===== src/rtl/cop0_write_buffer_pkg.sv =====
// COP0 shared definitions: write-op encoding, Status address and bit indices,
// Status writable-bit mask and the write-buffer entry layout.
package cop0_info;

  typedef enum logic [2:0] {
    WOP_MTC0 = 3'd0,
    WOP_EXC  = 3'd1,
    WOP_ERET = 3'd2,
    WOP_EI   = 3'd3,
    WOP_DI   = 3'd4
  } wop_t;

  localparam logic [4:0] STATUS_RD  = 5'd12;
  localparam logic [2:0] STATUS_SEL = 3'd0;

  localparam int unsigned IDX_STATUS_IE  = 0;
  localparam int unsigned IDX_STATUS_EXL = 1;
  localparam int unsigned IDX_STATUS_ERL = 2;

  // Software-writable Status bits: CU0, BEV, IM[7:0], UM, ERL, EXL, IE.
  localparam logic [31:0] STATUS_WMASK = 32'h1040_FF17;

  typedef struct packed {
    logic [4:0]  rd;
    logic [2:0]  sel;
    logic [31:0] data;
  } wb_entry_t;

endpackage


===== src/rtl/cop0_status_op.sv =====
// Computes the Status value produced by an implicit Status update.
// Ports: op = write op, status_in = current Status view,
// status_out = updated Status (unchanged for WOP_MTC0 or unknown ops).
module cop0_status_op
  import cop0_info::*;
(
  input  wop_t        op,
  input  logic [31:0] status_in,
  output logic [31:0] status_out
);

  always_comb begin
    status_out = status_in;
    unique case (op)
      WOP_EXC: status_out[IDX_STATUS_EXL] = 1'b1;
      WOP_ERET: begin
        // Error level takes precedence over exception level on return.
        if (status_in[IDX_STATUS_ERL]) status_out[IDX_STATUS_ERL] = 1'b0;
        else                           status_out[IDX_STATUS_EXL] = 1'b0;
      end
      WOP_EI:  status_out[IDX_STATUS_IE] = 1'b1;
      WOP_DI:  status_out[IDX_STATUS_IE] = 1'b0;
      default: ;
    endcase
  end

endmodule


===== src/rtl/cop0_write_filter.sv =====
// Masks mtc0 data to the software-writable bits of the target register.
// Ports: rd/sel = target register, data_in = raw rt value,
// data_out = value to be written verbatim into the register file.
module cop0_write_filter
  import cop0_info::*;
(
  input  logic [4:0]  rd,
  input  logic [2:0]  sel,
  input  logic [31:0] data_in,
  output logic [31:0] data_out
);

  always_comb begin
    data_out = data_in;
    if (rd == STATUS_RD && sel == STATUS_SEL) begin
      data_out = data_in & STATUS_WMASK;
    end
  end

endmodule


===== src/rtl/cop0_write_buffer.sv =====
// Ordered COP0 write buffer with tail coalescing and youngest-first forwarding.
// Ports: in_* = write request (valid/ready), status_committed = register-file
// Status; fwd_rd/fwd_sel -> fwd_hit/fwd_data = pending-value lookup;
// status_view = youngest Status; out_* = head entry (valid/ready) towards the
// register file; count/full/empty = occupancy.
module cop0_write_buffer
  import cop0_info::*;
#(
  parameter int unsigned DEPTH = 4,
  parameter int unsigned CNT_W = $clog2(DEPTH + 1)
) (
  input  logic             clk,
  input  logic             reset,
  input  logic             in_valid,
  output logic             in_ready,
  input  wop_t             in_op,
  input  logic [4:0]       in_rd,
  input  logic [2:0]       in_sel,
  input  logic [31:0]      in_rt,
  input  logic [31:0]      status_committed,
  input  logic [4:0]       fwd_rd,
  input  logic [2:0]       fwd_sel,
  output logic             fwd_hit,
  output logic [31:0]      fwd_data,
  output logic [31:0]      status_view,
  output logic             out_valid,
  input  logic             out_ready,
  output logic [4:0]       out_rd,
  output logic [2:0]       out_sel,
  output logic [31:0]      out_data,
  output logic [CNT_W-1:0] count,
  output logic             full,
  output logic             empty
);

  localparam int unsigned PTR_W = $clog2(DEPTH);

  wb_entry_t        mem_q [DEPTH];
  logic [PTR_W-1:0] wr_ptr_q, rd_ptr_q, tail_ptr;
  logic [CNT_W-1:0] count_q;

  logic        pop, push, alloc, coalesce;
  logic        req_is_mtc0;
  logic [4:0]  req_rd;
  logic [2:0]  req_sel;
  logic [31:0] req_data, mtc0_data, implicit_data;
  logic [32:0] fwd_res, status_res;

  // Youngest-first search over occupied slots only; later (younger) hits win.
  function automatic logic [32:0] search(input logic [4:0] rd, input logic [2:0] sel);
    logic [32:0]      res;
    logic [PTR_W-1:0] idx;
    res = '0;
    for (int unsigned i = 0; i < DEPTH; i++) begin
      idx = rd_ptr_q + PTR_W'(i);
      if (CNT_W'(i) < count_q && mem_q[idx].rd == rd && mem_q[idx].sel == sel) begin
        res = {1'b1, mem_q[idx].data};
      end
    end
    return res;
  endfunction

  always_comb begin
    fwd_res    = search(fwd_rd, fwd_sel);
    status_res = search(STATUS_RD, STATUS_SEL);
  end

  assign fwd_hit     = fwd_res[32];
  assign fwd_data    = fwd_res[31:0];
  assign status_view = status_res[32] ? status_res[31:0] : status_committed;

  assign empty     = (count_q == '0);
  assign full      = (count_q == CNT_W'(DEPTH));
  assign count     = count_q;
  assign out_valid = !empty;
  assign pop       = out_valid && out_ready;
  assign tail_ptr  = wr_ptr_q - PTR_W'(1);

  cop0_write_filter u_write_filter (
    .rd       (in_rd),
    .sel      (in_sel),
    .data_in  (in_rt),
    .data_out (mtc0_data)
  );

  // Implicit ops build on the youngest pending Status so back-to-back updates compose.
  cop0_status_op u_status_op (
    .op         (in_op),
    .status_in  (status_view),
    .status_out (implicit_data)
  );

  assign req_is_mtc0 = (in_op == WOP_MTC0);
  assign req_rd      = req_is_mtc0 ? in_rd  : STATUS_RD;
  assign req_sel     = req_is_mtc0 ? in_sel : STATUS_SEL;
  assign req_data    = req_is_mtc0 ? mtc0_data : implicit_data;

  // A lone entry that is leaving this cycle cannot absorb the new write.
  assign coalesce = !empty && mem_q[tail_ptr].rd == req_rd && mem_q[tail_ptr].sel == req_sel &&
                    !(count_q == CNT_W'(1) && pop);
  assign in_ready = !full || coalesce || pop;
  assign push     = in_valid && in_ready;
  assign alloc    = push && !coalesce;

  always_ff @(posedge clk or posedge reset) begin
    if (reset) begin
      wr_ptr_q <= '0;
      rd_ptr_q <= '0;
      count_q  <= '0;
    end else begin
      if (alloc) wr_ptr_q <= wr_ptr_q + PTR_W'(1);
      if (pop)   rd_ptr_q <= rd_ptr_q + PTR_W'(1);
      if (alloc && !pop)      count_q <= count_q + CNT_W'(1);
      else if (!alloc && pop) count_q <= count_q - CNT_W'(1);
    end
  end

  // Storage needs no reset; occupancy gates every read.
  always_ff @(posedge clk) begin
    if (push) begin
      if (coalesce) mem_q[tail_ptr].data <= req_data;
      else          mem_q[wr_ptr_q]      <= '{rd: req_rd, sel: req_sel, data: req_data};
    end
  end

  assign out_rd   = empty ? '0 : mem_q[rd_ptr_q].rd;
  assign out_sel  = empty ? '0 : mem_q[rd_ptr_q].sel;
  assign out_data = empty ? '0 : mem_q[rd_ptr_q].data;

endmodule

===== config.mk =====
export PLATFORM = sky130hd
export DESIGN_NAME = cop0_write_buffer
export DESIGN_NICKNAME = d
export VERILOG_FILES = /design/src/rtl/cop0_write_buffer_pkg.sv /design/src/rtl/cop0_status_op.sv /design/src/rtl/cop0_write_filter.sv /design/src/rtl/cop0_write_buffer.sv
export SDC_FILE = /design/constraint.sdc
export NUM_CORES = 1
export LEC_CHECK = 0
export CAP_MARGIN = 20
export CORE_UTILIZATION = 40
export DETAILED_ROUTE_END_ITERATION = 7
export PLACE_DENSITY = 0.65
export SLEW_MARGIN = 20
export SYNTH_ARGS = -nofsm -noshare
export SYNTH_HDL_FRONTEND = slang
export SYNTH_HIERARCHICAL = 1
export SYNTH_SLANG_ARGS = --single-unit

===== constraint.sdc =====
create_clock -name clk -period 10.4 [get_ports clk]
set_input_delay 2.08 -clock clk [delete_from_list [all_inputs] [get_ports clk]]
set_output_delay 2.08 -clock clk [all_outputs]
set_load 0.02 [all_outputs]

==> flow_summary.json <==
{
  "cts_tree": "done",
  "power_mw": 4.44,
  "cp-startpoint": "fwd_rd[1]",
  "synthSimpleGateAreaFrac": 0.154,
  "cts_buffers": 17,
  "ys_types": 78,
  "wl_per_cell_um": 22.4,
  "nets": 1571,
  "clk_latency_ns": 0.44,
  "die_h_um": 186,
  "synth_flop_cell": "edfxtp_1",
  "num_antenna_cells": 0,
  "initial_core_util": 0.406,
  "clock.fmax_mhz": 128,
  "hold_start": "count[0]",
  "design_area_mm2": 0.0161,
  "rsz0062_at_grt": "no",
  "cp-end-kind": "primary output",
  "ys_async_sr_fraction": 0.0419,
  "hold_class": "flip-flop to flip-flop",
  "worst_pin_slew_ns": 1.05,
  "tns_ns": 0,
  "cp_common_cell": "clkdlybuf4s50_1",
  "fillCellCount": 3079,
  "gp_congestion": 0.958,
  "die_area_mm2": 0.0348,
  "setup_ws_ns": 2.59,
  "synth_edf_count": 160,
  "htree_num_levels": 4,
  "fp-row-count": 67,
  "place_ws_ns": 2.73,
  "cts-root-buf": "clkbuf_16",
  "cp_num_buf_inv": 2,
  "grt_pass1_wl_mm": 65.8,
  "hold_viol": 0,
  "crit_fanout": 22,
  "clkSlewWorstSetupHoldPaths_ns": 0.07,
  "p_leak_nw": 5.84,
  "postSynthAreaPerCell_um2": 9.79,
  "worstPathRequired_ns": 8.32,
  "maxCapViolCount": 0,
  "grt.total_usage": 0.245,
  "clk_path_buf_depth": 2,
  "powerDensity_mw_per_mm2": 276,
  "vias": 11700,
  "remaining_drc_errors": 0,
  "cts-resized-gates": 0,
  "critPathLaunchType": "input pin",
  "synthXorXnorAreaFrac": 0.0257,
  "worstPathCellList": "clkdlybuf4s50_1, xor2_1, nor3_1, nor4b_4, and2_4, a211oi_1, o22ai_1, clkdlybuf4s50_1",
  "critPathSlowestCell": "nor4b_4",
  "netlist_instances": 1391,
  "drt-pass1-iter-count": 5,
  "dp_hpwl_mm": 29.1,
  "period_share": 0.751,
  "synthAdderAreaFrac": 0.00460,
  "synth_top_family_by_area": "multiplexers",
  "critPathArrivalTime_ns": 5.73,
  "overflow": 0,
  "grt_start_max_net_pins": 139,
  "synth_compound_area_frac": 0.155,
  "slew_headroom": 0.301,
  "slew_violations": 0,
  "placed_area_mm2": 0.0156,
  "drtIter0Drc": 1095,
  "cpPeakStageDelay_ns": 0.71,
  "yosysWarningCount": 6,
  "routed_wl_mm": 43.5,
  "holdWs_ns": 0.664,
  "ys_seq_elements": 167,
  "period_minus_slack_ns": 7.81,
  "ant_nets": 0,
  "drive_gt1_frac": 0.148,
  "crit_family": "simple AND/OR/NAND/NOR gates",
  "die_w_um": 186,
  "status": "complete, no violations",
  "finalSetupViolations": 0,
  "port_buffers": 198,
  "grt_pass1_vias": 11300,
  "rr_startpoint": "rd_ptr_q[1]",
  "core_area_mm2": 0.0335,
  "synth.area.mux_share": 0.225,
  "finClkSkew_ns": 0.0166,
  "viasPerCell": 6.01,
  "postCtsHoldBufs": 0,
  "clock-sinks": 167,
  "ir_worst_vdd_mv": 0.190,
  "synth_nets": 1483,
  "ios": 199,
  "postCtsSetupBuffers": 0,
  "syn-cell-area_mm2": 0.0136,
  "area_growth_pct": 18.3,
  "antenna_found_initial": 0,
  "ys_seq_area_frac": 0.366,
  "path_class": "input pin to primary output"
}
[final cells by class]
| type | instances | area [um2] | area share |
|---|---|---|---|
| Inverter | 18 | 70.1 | 0.00435 |
| Timing Repair Buffer | 222 | 2170 | 0.135 |
| Sequential cell | 167 | 4990 | 0.310 |
| Clock inverter | 14 | 126 | 0.00785 |
| Clock buffer | 18 | 429 | 0.0266 |
| Multi-Input combinational cell | 1053 | 7760 | 0.482 |
| Tap cell | 448 | 561 | 0.0348 |
[routing by layer]
| layer | GRT usage | vias up | part of all wire |
|---|---|---|---|
| met5 | 0 | - | 0 |
| met4 | 0.104 | 0 | 0.034 |
| met3 | 0.0395 | 88 | 0.077 |
| met2 | 0.400 | 579 | 0.47 |
| met1 | 0.323 | 5674 | 0.42 |
| li1 | - | 5319 | - |
[Yosys cell counts, types with 6 or more instances]
cell,number,share of area
xnor2_1,32,0.021
or4b_2,6,0.0044
nor4b_1,7,0.0045
and2_1,34,0.016
mux4_2,40,0.066
and3_1,24,0.011
o21ai_0,114,0.042
edfxtp_1,160,0.35
a21boi_0,18,0.0099
o21a_1,8,0.0044
a211oi_1,25,0.014
a211o_1,6,0.0039
xor2_1,8,0.0051
nor4_1,6,0.0028
mux2i_1,106,0.078
o22ai_1,20,0.0092
inv_1,17,0.0047
buf_6,7,0.0058
mux4_1,6,0.012
nand3_1,14,0.0051
a31oi_1,18,0.0083
mux2_2,82,0.068
o211ai_1,6,0.0033
or2_2,12,0.0055
nor2b_1,14,0.0064
nand2_1,161,0.044
buf_1,10,0.0028
nor2_1,105,0.029
dfrtp_1,7,0.013
nor3_1,12,0.0044
a21oi_1,83,0.031
clkbuf_1,53,0.015
nand4_1,9,0.0041
buf_4,50,0.028
buf_2,30,0.011
[kinds of logic (layout without fill, tap and decap cells)]
group                      Yosys count  count (layout)
and+or+nand+nor                    429             429
AOI/OAI and AO/OA                  344             344
muxes                              235             235
buffers and inverters              171             272
DFF                                167             167
xor gates and xnor gates            40              40
adders and majority gates            5               5
[cell usage in the layout, fill, tap and decap left out, types with 7 or more instances in the layout]
cell             synthesis  final
a31oi_1                 18     18
buf_4                   50     23
inv_1                   17     16
a211oi_1                25     25
edfxtp_1               160    160
nand3_1                 14     14
nor4b_1                  7      7
nor3_1                  12     10
nor2_1                 105    102
mux4_2                  40     40
clkdlybuf4s50_1          0    198
xor2_1                   8      8
nand4_1                  9      9
a21boi_0                18     17
or2_2                   12     12
o22ai_1                 20     20
o21a_1                   8      8
o21ai_0                114    114
nor2b_1                 14     14
nand2_1                161    161
xnor2_1                 32     32
mux2i_1                106    106
a21oi_1                 83     83
mux2_2                  82     82
and2_1                  34     33
clkbuf_16                0     17
and3_1                  24     24
[final timing paths]
| check | slack, ns | cells past startpoint | end |
|---|---|---|---|
| hold / removal | 0.66 | 1 | count[0] |
| hold reg to reg | 0.66 | 1 | count[0] |
| setup / recovery | 2.59 | 8 | fwd_data[28] |
| max in group asynchronous | 8.21 | 2 | rd_ptr_q[1] |
| setup reg to reg | 5.34 | 11 | mem_q[1][13] |
| min in group asynchronous | 1.90 | 2 | count[0] |
[worst register-to-register path, stage by stage, from the launching register on]
cell	delay (ns)
dfrtp_4	0.82
buf_12	0.64
mux4_1	0.58
nor2_1	0.15
nand4_1	0.34
nor2_2	0.20
buf_4	0.39
nand4b_2	0.48
buf_4	0.44
o21ai_0	0.18
o22a_1	0.23
mux2_2	0.33
[registers in the layout (all words and copies together) (netlist names)]
register	flops
mem_q	160
count	3
rd_ptr_q	2
wr_ptr_q	2
[report_power, final]
group	internal, mW	switching (mW)	total (mW)
Combinational	1.16	1.53	2.69
Sequential	0.938	0.203	1.14
Clock	0.331	0.272	0.603
[through the flow]
stage,cells,utilization
global route,1940,0.480
CTS,1940,0.480
global placement,1908,0.464
floorplan,1391,-
detailed placement,1908,0.464
finish,1940,0.480
Note: power is estimated with default switching activity, not from simulation.
